<file path="src/rtl/clkdiv_pkg.sv">
// clkdiv_pkg: shared types and constants for the multi-channel clock divider.
//   phase_e             - per-channel phase state (IDLE / LOW / HIGH)
//   CLKDIV_DEFAULT_HALF - half-period loaded into every channel at reset
//   clkdiv_idx_w()      - width of a channel index, never less than 1 bit
package clkdiv_pkg;

  typedef enum logic [1:0] {
    PH_IDLE = 2'd0,
    PH_LOW  = 2'd1,
    PH_HIGH = 2'd2
  } phase_e;

  localparam int CLKDIV_DEFAULT_HALF = 500;

  function automatic int clkdiv_idx_w(input int n);
    return (n > 1) ? $clog2(n) : 1;
  endfunction

endpackage

</file>
<file path="src/rtl/clkdiv_channel.sv">
// clkdiv_channel: one divider channel (half-period register, up-counter,
// IDLE/LOW/HIGH phase FSM and optional rising-edge tick).
// Ports:
//   clk_i        system clock, rising edge
//   rst_i        synchronous active-high reset
//   en_i         run enable; low freezes count, phase and output level
//   load_i       program strobe for this channel (already decoded)
//   load_half_i  new half-period; 0 parks the channel in IDLE
//   clk_out_o    divided square wave, high exactly in HIGH
//   tick_o       one-cycle pulse on each clk_out_o rise
// Build option: CLKDIV_TICK_EN builds the tick register; otherwise tick_o is 0.
//
// state   | meaning
// PH_IDLE | half = 0, output held low, count held at 0
// PH_LOW  | output low, counting up to half-1
// PH_HIGH | output high, counting up to half-1
module clkdiv_channel
  import clkdiv_pkg::*;
#(
  parameter int WIDTH        = 16,
  parameter int DEFAULT_HALF = CLKDIV_DEFAULT_HALF
) (
  input  logic             clk_i,
  input  logic             rst_i,
  input  logic             en_i,
  input  logic             load_i,
  input  logic [WIDTH-1:0] load_half_i,
  output logic             clk_out_o,
  output logic             tick_o
);

  localparam logic [WIDTH-1:0] DEF_HALF  = WIDTH'(DEFAULT_HALF);
  localparam phase_e           DEF_PHASE = (DEFAULT_HALF == 0) ? PH_IDLE : PH_LOW;

  phase_e           state_q, state_d;
  logic [WIDTH-1:0] half_q, half_d;
  logic [WIDTH-1:0] count_q, count_d;

  always_ff @(posedge clk_i) begin
    if (rst_i) begin
      state_q <= DEF_PHASE;
      half_q  <= DEF_HALF;
      count_q <= '0;
    end else begin
      state_q <= state_d;
      half_q  <= half_d;
      count_q <= count_d;
    end
  end

  always_comb begin
    state_d = state_q;
    half_d  = half_q;
    count_d = count_q;
    if (load_i) begin
      half_d  = load_half_i;
      count_d = '0;
      state_d = (load_half_i == '0) ? PH_IDLE : PH_LOW;
    end else begin
      unique case (state_q)
        PH_IDLE: count_d = '0;
        PH_LOW, PH_HIGH: begin
          // half_q is nonzero in LOW/HIGH, so half_q-1 cannot wrap.
          // '>=' also recovers cleanly if count ever exceeds the limit.
          if (en_i) begin
            if (count_q >= half_q - WIDTH'(1)) begin
              count_d = '0;
              state_d = (state_q == PH_LOW) ? PH_HIGH : PH_LOW;
            end else begin
              count_d = count_q + WIDTH'(1);
            end
          end
        end
        default: begin
          count_d = '0;
          state_d = (half_q == '0) ? PH_IDLE : PH_LOW;
        end
      endcase
    end
  end

  assign clk_out_o = (state_q == PH_HIGH);

`ifdef CLKDIV_TICK_EN
  logic tick_q, tick_d;

  // Registered alongside the state, so the pulse lines up with the first
  // cycle in which clk_out_o reads high.
  assign tick_d = (state_q == PH_LOW) && (state_d == PH_HIGH);

  always_ff @(posedge clk_i) begin
    if (rst_i) tick_q <= 1'b0;
    else       tick_q <= tick_d;
  end

  assign tick_o = tick_q;
`else
  assign tick_o = 1'b0;
`endif

endmodule

</file>
<file path="src/rtl/clkdiv_multi.sv">
// clkdiv_multi: N-channel programmable clock divider.
// Ports:
//   CLK100MHZ  system clock, rising edge
//   rst        synchronous active-high reset
//   en         per-channel run enable
//   load       one-cycle program strobe
//   load_ch    target channel; indices >= CHANNELS are ignored
//   load_half  new half-period for the target channel
//   load_ack   one-cycle pulse the cycle after an accepted load
//   clk_out    per-channel divided square wave
//   tick       per-channel rise pulse (zero unless CLKDIV_TICK_EN is defined)
// Build option: CLKDIV_TICK_EN enables the tick registers in each channel.
module clkdiv_multi
  import clkdiv_pkg::*;
#(
  parameter int CHANNELS     = 4,
  parameter int WIDTH        = 16,
  parameter int DEFAULT_HALF = CLKDIV_DEFAULT_HALF
) (
  input  logic                                CLK100MHZ,
  input  logic                                rst,
  input  logic [CHANNELS-1:0]                 en,
  input  logic                                load,
  input  logic [clkdiv_idx_w(CHANNELS)-1:0]   load_ch,
  input  logic [WIDTH-1:0]                    load_half,
  output logic                                load_ack,
  output logic [CHANNELS-1:0]                 clk_out,
  output logic [CHANNELS-1:0]                 tick
);

  localparam int IDXW = clkdiv_idx_w(CHANNELS);
  // One extra bit so CHANNELS itself is representable (e.g. 16 with IDXW=4).
  localparam logic [IDXW:0] CH_LIM = (IDXW + 1)'(CHANNELS);

  logic load_ok;
  logic load_ack_q, load_ack_d;

  assign load_ok    = load && ({1'b0, load_ch} < CH_LIM);
  assign load_ack_d = load_ok;

  always_ff @(posedge CLK100MHZ) begin
    if (rst) load_ack_q <= 1'b0;
    else     load_ack_q <= load_ack_d;
  end

  assign load_ack = load_ack_q;

  for (genvar gi = 0; gi < CHANNELS; gi++) begin : g_ch
    logic load_sel;
    assign load_sel = load_ok && (load_ch == IDXW'(gi));

    clkdiv_channel #(
      .WIDTH        (WIDTH),
      .DEFAULT_HALF (DEFAULT_HALF)
    ) u_ch (
      .clk_i       (CLK100MHZ),
      .rst_i       (rst),
      .en_i        (en[gi]),
      .load_i      (load_sel),
      .load_half_i (load_half),
      .clk_out_o   (clk_out[gi]),
      .tick_o      (tick[gi])
    );
  end

endmodule

</file>
<file path="config.mk">
export PLATFORM = sky130hd
export DESIGN_NAME = clkdiv_multi
export DESIGN_NICKNAME = d
export VERILOG_FILES = /design/src/rtl/clkdiv_pkg.sv /design/src/rtl/clkdiv_channel.sv /design/src/rtl/clkdiv_multi.sv
export SDC_FILE = /design/constraint.sdc
export NUM_CORES = 1
export LEC_CHECK = 0
export CAP_MARGIN = 20
export CORE_UTILIZATION = 40
export CTS_CLUSTER_DIAMETER = 60
export DETAILED_ROUTE_END_ITERATION = 8
export DONT_BUFFER_PORTS = 1
export PLACE_DENSITY_LB_ADDON = 0.15
export REMOVE_ABC_BUFFERS = 1
export SLEW_MARGIN = 20
export SYNTH_ARGS = -nofsm -noshare
export SYNTH_HDL_FRONTEND = slang
export SYNTH_SLANG_ARGS = --single-unit
</file>
<file path="constraint.sdc">
create_clock -name CLK100MHZ -period 4.52 [get_ports CLK100MHZ]
set_input_delay 0.904 -clock CLK100MHZ [delete_from_list [all_inputs] [get_ports CLK100MHZ]]
set_output_delay 0.904 -clock CLK100MHZ [all_outputs]
set_load 0.01 [all_outputs]
</file>
=== Word level (Yosys, flattened, before mapping) ===
Index checks and enable logic that the tools add are counted.

* Bitwise gates (word level): 4
* Order comparisons: 4
* Equal/unequal tests: 23
* Reduce and logical (&&, ||, !) cells: 26
* Muxes and demuxes: 29
* Add/subtract/negate cells: 8

{| class="wikitable"
|+ Operator list
! operator !! number
|-
| zero test 16 bit || 5
|-
| adder 16 x 1 -> 16 bit, second input constant || 4
|-
| greater-or-equal comparator 16 bit || 4
|-
| 2-to-1 mux 16 bit || 4
|-
| subtractor 16 x 1 -> 16 bit, second input constant || 4
|-
| 2-to-1 mux 2 bit || 16
|-
| case mux 2 bit (2 select lines) || 4
|-
| == test 2 bit, second input constant || 6
|-
| != test 3 x 2 -> 1 bit, second input constant || 4
|-
| != test 3 bit, second input constant || 4
|-
| AND reduction 3 bit || 4
|-
| OR reduction 3 bit || 4
|-
| == test 2 x 1 -> 1 bit, second input constant || 5
|-
| zero test 2 bit || 5
|-
| != test 2 bit, second input constant || 4
|-
| OR reduction 2 bit || 4
|-
| 2-to-1 mux 1 bit || 5
|-
| logical AND 1 bit || 4
|-
| NOT 1 bit || 4
|}

* Word-level logic and storage cells: 107
* Output and inout port bits: 9
* Register bits after elaboration: 137

=== Logic depth before layout (Yosys ltp) ===
* Depth in word-level cells: 6
* Mapped depth: 15
* Gate-level depth less buffers: 14

=== Modules after synthesis ===
From an unflattened synthesis, not the netlist that was laid out.

* Cell total of the unflattened synthesis: 962
* Area total of the unflattened synthesis: 8,416.8 um2

{| class="wikitable"
|+ Modules (own cells, without submodules)
! module !! sequential area each (um2) !! instances !! area each (um2) !! cells an instance
|-
| clkdiv_channel || 680.7 || 4 || 2,088.3 || 239
|-
| clkdiv_multi || 20.0 || 1 || 63.8 || 6
|}

=== Least setup slack after synthesis ===
Ideal clock, no wire load.

* Path type: register -> register
* Start: register g_ch[2].u_ch.half_q[0]
* End: register g_ch[2].u_ch.count_q[10]
* Arrival: 3.199 ns
* Library setup time: 0.128 ns
* Data required time: 4.392 ns
* Setup slack: 1.193 ns
* Cell stages (with the launch flop): 15
* Cell sequence: dfxtp_1 -> nor3_1 -> nand2b_1 -> or4_4 -> or3_1 -> nor4_2 -> xnor2_1 -> ha_1 -> nand4_1 -> nor3_1 -> o311ai_0 -> nand4_1 -> a21o_1 -> clkbuf_1 -> nor2_1

* Cells in the longest elaborated chain, start to end: 3

{| class="wikitable"
|+ Ends and longest elaborated chain
! element !! RTL line !! text
|-
| start: declaration || clkdiv_channel.sv:36 || <nowiki>logic [WIDTH-1:0] half_q, half_d;</nowiki>
|-
| start signal: assignment || clkdiv_channel.sv:46 || <nowiki>half_q <= half_d;</nowiki>
|-
| subtractor 16 x 1 -> 16 bit || clkdiv_channel.sv:66 || <nowiki>if (count_q >= half_q - WIDTH'(1)) begin</nowiki>
|-
| greater-or-equal comparator 16 bit || clkdiv_channel.sv:66 ||
|-
| 2-to-1 mux 16 bit || clkdiv_channel.sv:66 ||
|-
| end signal: assignment || clkdiv_channel.sv:47 || <nowiki>count_q <= count_d;</nowiki>
|-
| end: declaration || clkdiv_channel.sv:37 || <nowiki>logic [WIDTH-1:0] count_q, count_d;</nowiki>
|}

No other way between the ends.
A chain may end at the register's enable or synchronous reset.

=== Final worst setup path ===
* Start: register g_ch[0].u_ch.half_q[6]
* End: register g_ch[0].u_ch.count_q[3]

* Cells in the longest elaborated chain, start to end: 3

{| class="wikitable"
|+ Ends and longest elaborated chain
! element !! RTL line
|-
| start: declaration || clkdiv_channel.sv:36
|-
| start signal: assignment || clkdiv_channel.sv:46
|-
| subtractor 16 x 1 -> 16 bit || clkdiv_channel.sv:66
|-
| greater-or-equal comparator 16 bit || clkdiv_channel.sv:66
|-
| 2-to-1 mux 16 bit || clkdiv_channel.sv:66
|-
| end signal: assignment || clkdiv_channel.sv:47
|-
| end: declaration || clkdiv_channel.sv:37
|}

No other way between the ends.

==> results.md <==
* Outcome: complete, no violations
* CP cell instances: nor4_1 > nor3b_2 > nand2_1 > nor4_1 > xnor2_1 > ha_1 > nand4_1 > nor3_1 > or4b_2 > o211ai_1 > a21o_1 > nor2_1
* Arr. time, crit path at between 4 and 5 ns
* Final Instance Area at roughly 8800 µm²
* Area delta synth->final at 9.19%
* Effective utilization at floorplan at 41.1%
* Post-CTS setup buffer count at 0
* Rows at 51
* Distinct cell type count after synthesis at 55
* GP Congestion at between 0.7 and 0.8
* First-pass iteration count of the detailed router at 5
* Met2 Usage GRT at between 30 and 40%
* Final WL at 18,100 µm
* Post-CTS Hold Fix Bufs at 0
* Placed Cells at 1,238
* Setup TNS at 0 ns
* Grt total ovfl at 0
* Post-route ant nets at 0
* Diodes inserted at 0
* Vias per Instance at between 5 and 6
* Core area at just under 20,000 µm²
* Worst Setup SP: g_ch[0].u_ch.half_q[6]
* Routed wire per std cell at between 10 and 15 µm
* Worst-path clk slew at roughly 0.060 ns
* Reg2reg start: g_ch[0].u_ch.half_q[6]
* Peak supply drop at 0.245 mV
* Max incr delay on CP at between 0.6 and 0.7 ns
* DR iter-0 viols at 368
* Final Max Tran Viols at 0
* CTS tree: built
* Post-Route Skew at about 0.0052 ns
* Post-synth EDFFs at 0
* Largest net degree at the start of global routing at 53
* CP endpoint: g_ch[0].u_ch.count_q[3]
* # DRC at 0
* Endpoint type of the worst setup path: flip-flop
* Worst skew pair latency at between 0.4 and 0.5 ns
* HP Class: flip-flop to flip-flop
* Gr usage total at 18.8%
* Slowest-stage cell, CP: or4b_2
* Fin cells at about 1,300
* Mapped Avg Cell Area at 8.04 µm²
* Worst-Margin Slew at 0.732 ns
* Die height at 144 µm
* Most common cell on crit path: nor4_1
* Placed cell area at 8280 µm²
* Syn Std Cell Area at 8090 µm²
* Resized Gates After CTS at 0
* Overall Power at 3.24 mW
* RSZ-0062 raised after global routing: false
* Chip width at 144 µm
* Nets@finish at 1,101
* Via Count at 6,511
* CP max FO at 15
* Asr flop ratio synth at 0%
* GRT met3 Usage at under 10%
* First-pass GRT wire length at 30,600 µm
* Fraction of layout cells with a size suffix above 1 at 4.50%
* Achievable frequency at about 260 MHz
* Initial antenna violation count at 0
* FF-to-FF path depth at 12
* Startpoint types: flip-flop
* Placed wire-length estimate at between 10,000 and 15,000 µm
* Num CTS Buffers at 17
* H-tree Lvls at 4
* Global route hottest layer: met2
* Setup violators final at 0
* Die footprint at a little over 20,000 µm²
* Cell count after synthesis at 1,006
* Grt met1 use at 25.4%
* Seq/Total Area, Yosys at 33.9%
* Buffers from clock root to sink, at most at 2
* Post-place setup slack at about 0.75 ns
* # Max-Cap Violations at 0
* RR Endpoint: g_ch[0].u_ch.count_q[3]
* R2r setup slk at 0.73 ns
* Leakage at 3.51 nW
* I/O Buffers at 0
* Vias in the first global route at 6,156
* Root buffer cell: clkbuf_16
* Predominant post-synthesis flop cell: dfxtp_1
* Final Hold Viols at 0
* Final min period at 3.79 ns
* CTS sink count at roughly 140
* WS Path Type: flip-flop to flip-flop
* Final setup margin at ~0.73 ns
* WP data required at 4.81 ns
* Top-level I/O count at 34
* Slew HR at 51.1%
* Power density over the cells at about 370 nW/µm²
* #FFs+latches synth at 137
* Final worst-path cycle share at 83.9%
* Ys Warns at 0
layout by cell type, fill, tap and decap left out, types with 3 or more instances in the layout:
cell type,n
a21o_1,7
a21oi_1,68
a2bb2oi_1,3
a31oi_1,4
and2_1,3
and3_1,16
and4_1,5
buf_4,5
clkbuf_1,3
clkbuf_16,17
clkbuf_8,5
conb_1,4
dfxtp_1,137
ha_1,84
inv_1,32
mux2i_1,3
nand2_1,186
nand2b_1,6
nand3_1,48
nand3b_1,4
nand4_1,24
nor2_1,106
nor2b_1,8
nor3_1,22
nor3b_1,4
nor4_1,14
o21ai_0,17
or3_1,6
or4_1,5
xnor2_1,55
xor2_1,59
routing by layer:
layer	vias up	routed length (µm)
li1	3403	-
met1	2994	8810
met2	98	8130
met3	16	938
met4	0	206
met5	-	0
synthesized netlist by cell type (3+ instances only):
| cell | n | share of area (%) |
|---|---|---|
| a21o_1 | 7 | 0.65 |
| a21oi_1 | 68 | 4.2 |
| a2bb2oi_1 | 3 | 0.32 |
| a31oi_1 | 4 | 0.31 |
| and2_1 | 3 | 0.23 |
| and3_1 | 16 | 1.2 |
| and4_1 | 5 | 0.54 |
| buf_4 | 9 | 0.84 |
| clkbuf_1 | 32 | 1.5 |
| dfxtp_1 | 137 | 34 |
| ha_1 | 84 | 13 |
| inv_1 | 32 | 1.5 |
| mux2i_1 | 3 | 0.37 |
| nand2_1 | 186 | 8.6 |
| nand2b_1 | 6 | 0.46 |
| nand3_1 | 48 | 3.0 |
| nand3b_1 | 4 | 0.37 |
| nand4_1 | 24 | 1.9 |
| nor2_1 | 106 | 4.9 |
| nor2b_1 | 8 | 0.62 |
| nor3_1 | 22 | 1.4 |
| nor3b_1 | 5 | 0.46 |
| nor4_1 | 14 | 1.1 |
| o21ai_0 | 17 | 1.1 |
| or3_1 | 6 | 0.46 |
| or4_1 | 5 | 0.46 |
| xnor2_1 | 55 | 6.0 |
| xor2_1 | 59 | 6.4 |
area by class of cell:
type / count / area, µm²
fillers: 2020 / 10800
multi-input cells: 799 / 5050
flip-flops and latches: 137 / 2740
clock buffers: 25 / 505
well taps: 265 / 332
inverters: 32 / 120
clock inverters: 3 / 40.0
repair buffers: 5 / 37.5
critical path: cells and delay by family (launching register included):
family	cells	cell delay, ns
adders and majority gates	1	0.31
and+or+nand+nor	8	2.21
AOI/OAI and AO/OA	2	0.65
DFF	1	0.36
xor gates and xnor gates	1	0.11
registers in the layout (all words and copies together), names as in the netlist:
signal,count
g_ch.u_ch.count_q,64
g_ch.u_ch.state_q,8
load_ack,1
g_ch.u_ch.half_q,64
kinds of logic after synthesis:
logic type	after synthesis	share of synthesized area, %
xor gates and xnor gates	114	12.3
other	1	0.0464
AOI/OAI and AO/OA	121	8.91
and+or+nand+nor	471	27.3
buffers and inverters	73	3.81
adders and majority gates	84	13.0
DFF	137	33.9
muxes	5	0.650
how the worst min path moves through the flow:
stage / from / endpoint / depth (start not counted)
2_1_floorplan: g_ch[2].u_ch.half_q[1] / g_ch[2].u_ch.half_q[1] / 2
3_3_place_gp: g_ch[2].u_ch.half_q[0] / g_ch[2].u_ch.half_q[0] / 2
3_5_place_dp: g_ch[2].u_ch.half_q[1] / g_ch[2].u_ch.half_q[1] / 2
4_1_cts: g_ch[2].u_ch.half_q[1] / g_ch[2].u_ch.half_q[1] / 2
5_1_grt: g_ch[1].u_ch.half_q[14] / g_ch[1].u_ch.half_q[14] / 2
6_report: g_ch[2].u_ch.half_q[1] / g_ch[2].u_ch.half_q[1] / 2
report_power, final:
group | switching [mW] | leakage, nW | internal (mW)
Sequential | 0.0684 | 1.11 | 1.28
Clock | 0.493 | 0.271 | 0.816
Combinational | 0.337 | 2.12 | 0.246
Total | 0.898 | 3.51 | 2.34
stage by stage:
stage	util, %	hold WS [ns]
3_5_place_dp	42.2	0.461
6_report	44.9	0.469
3_3_place_gp	42.2	0.457
5_1_grt	44.9	0.498
2_1_floorplan	-	0.443
4_1_cts	44.9	0.468
No activity file was read; power rests on OpenSTA's default activity.
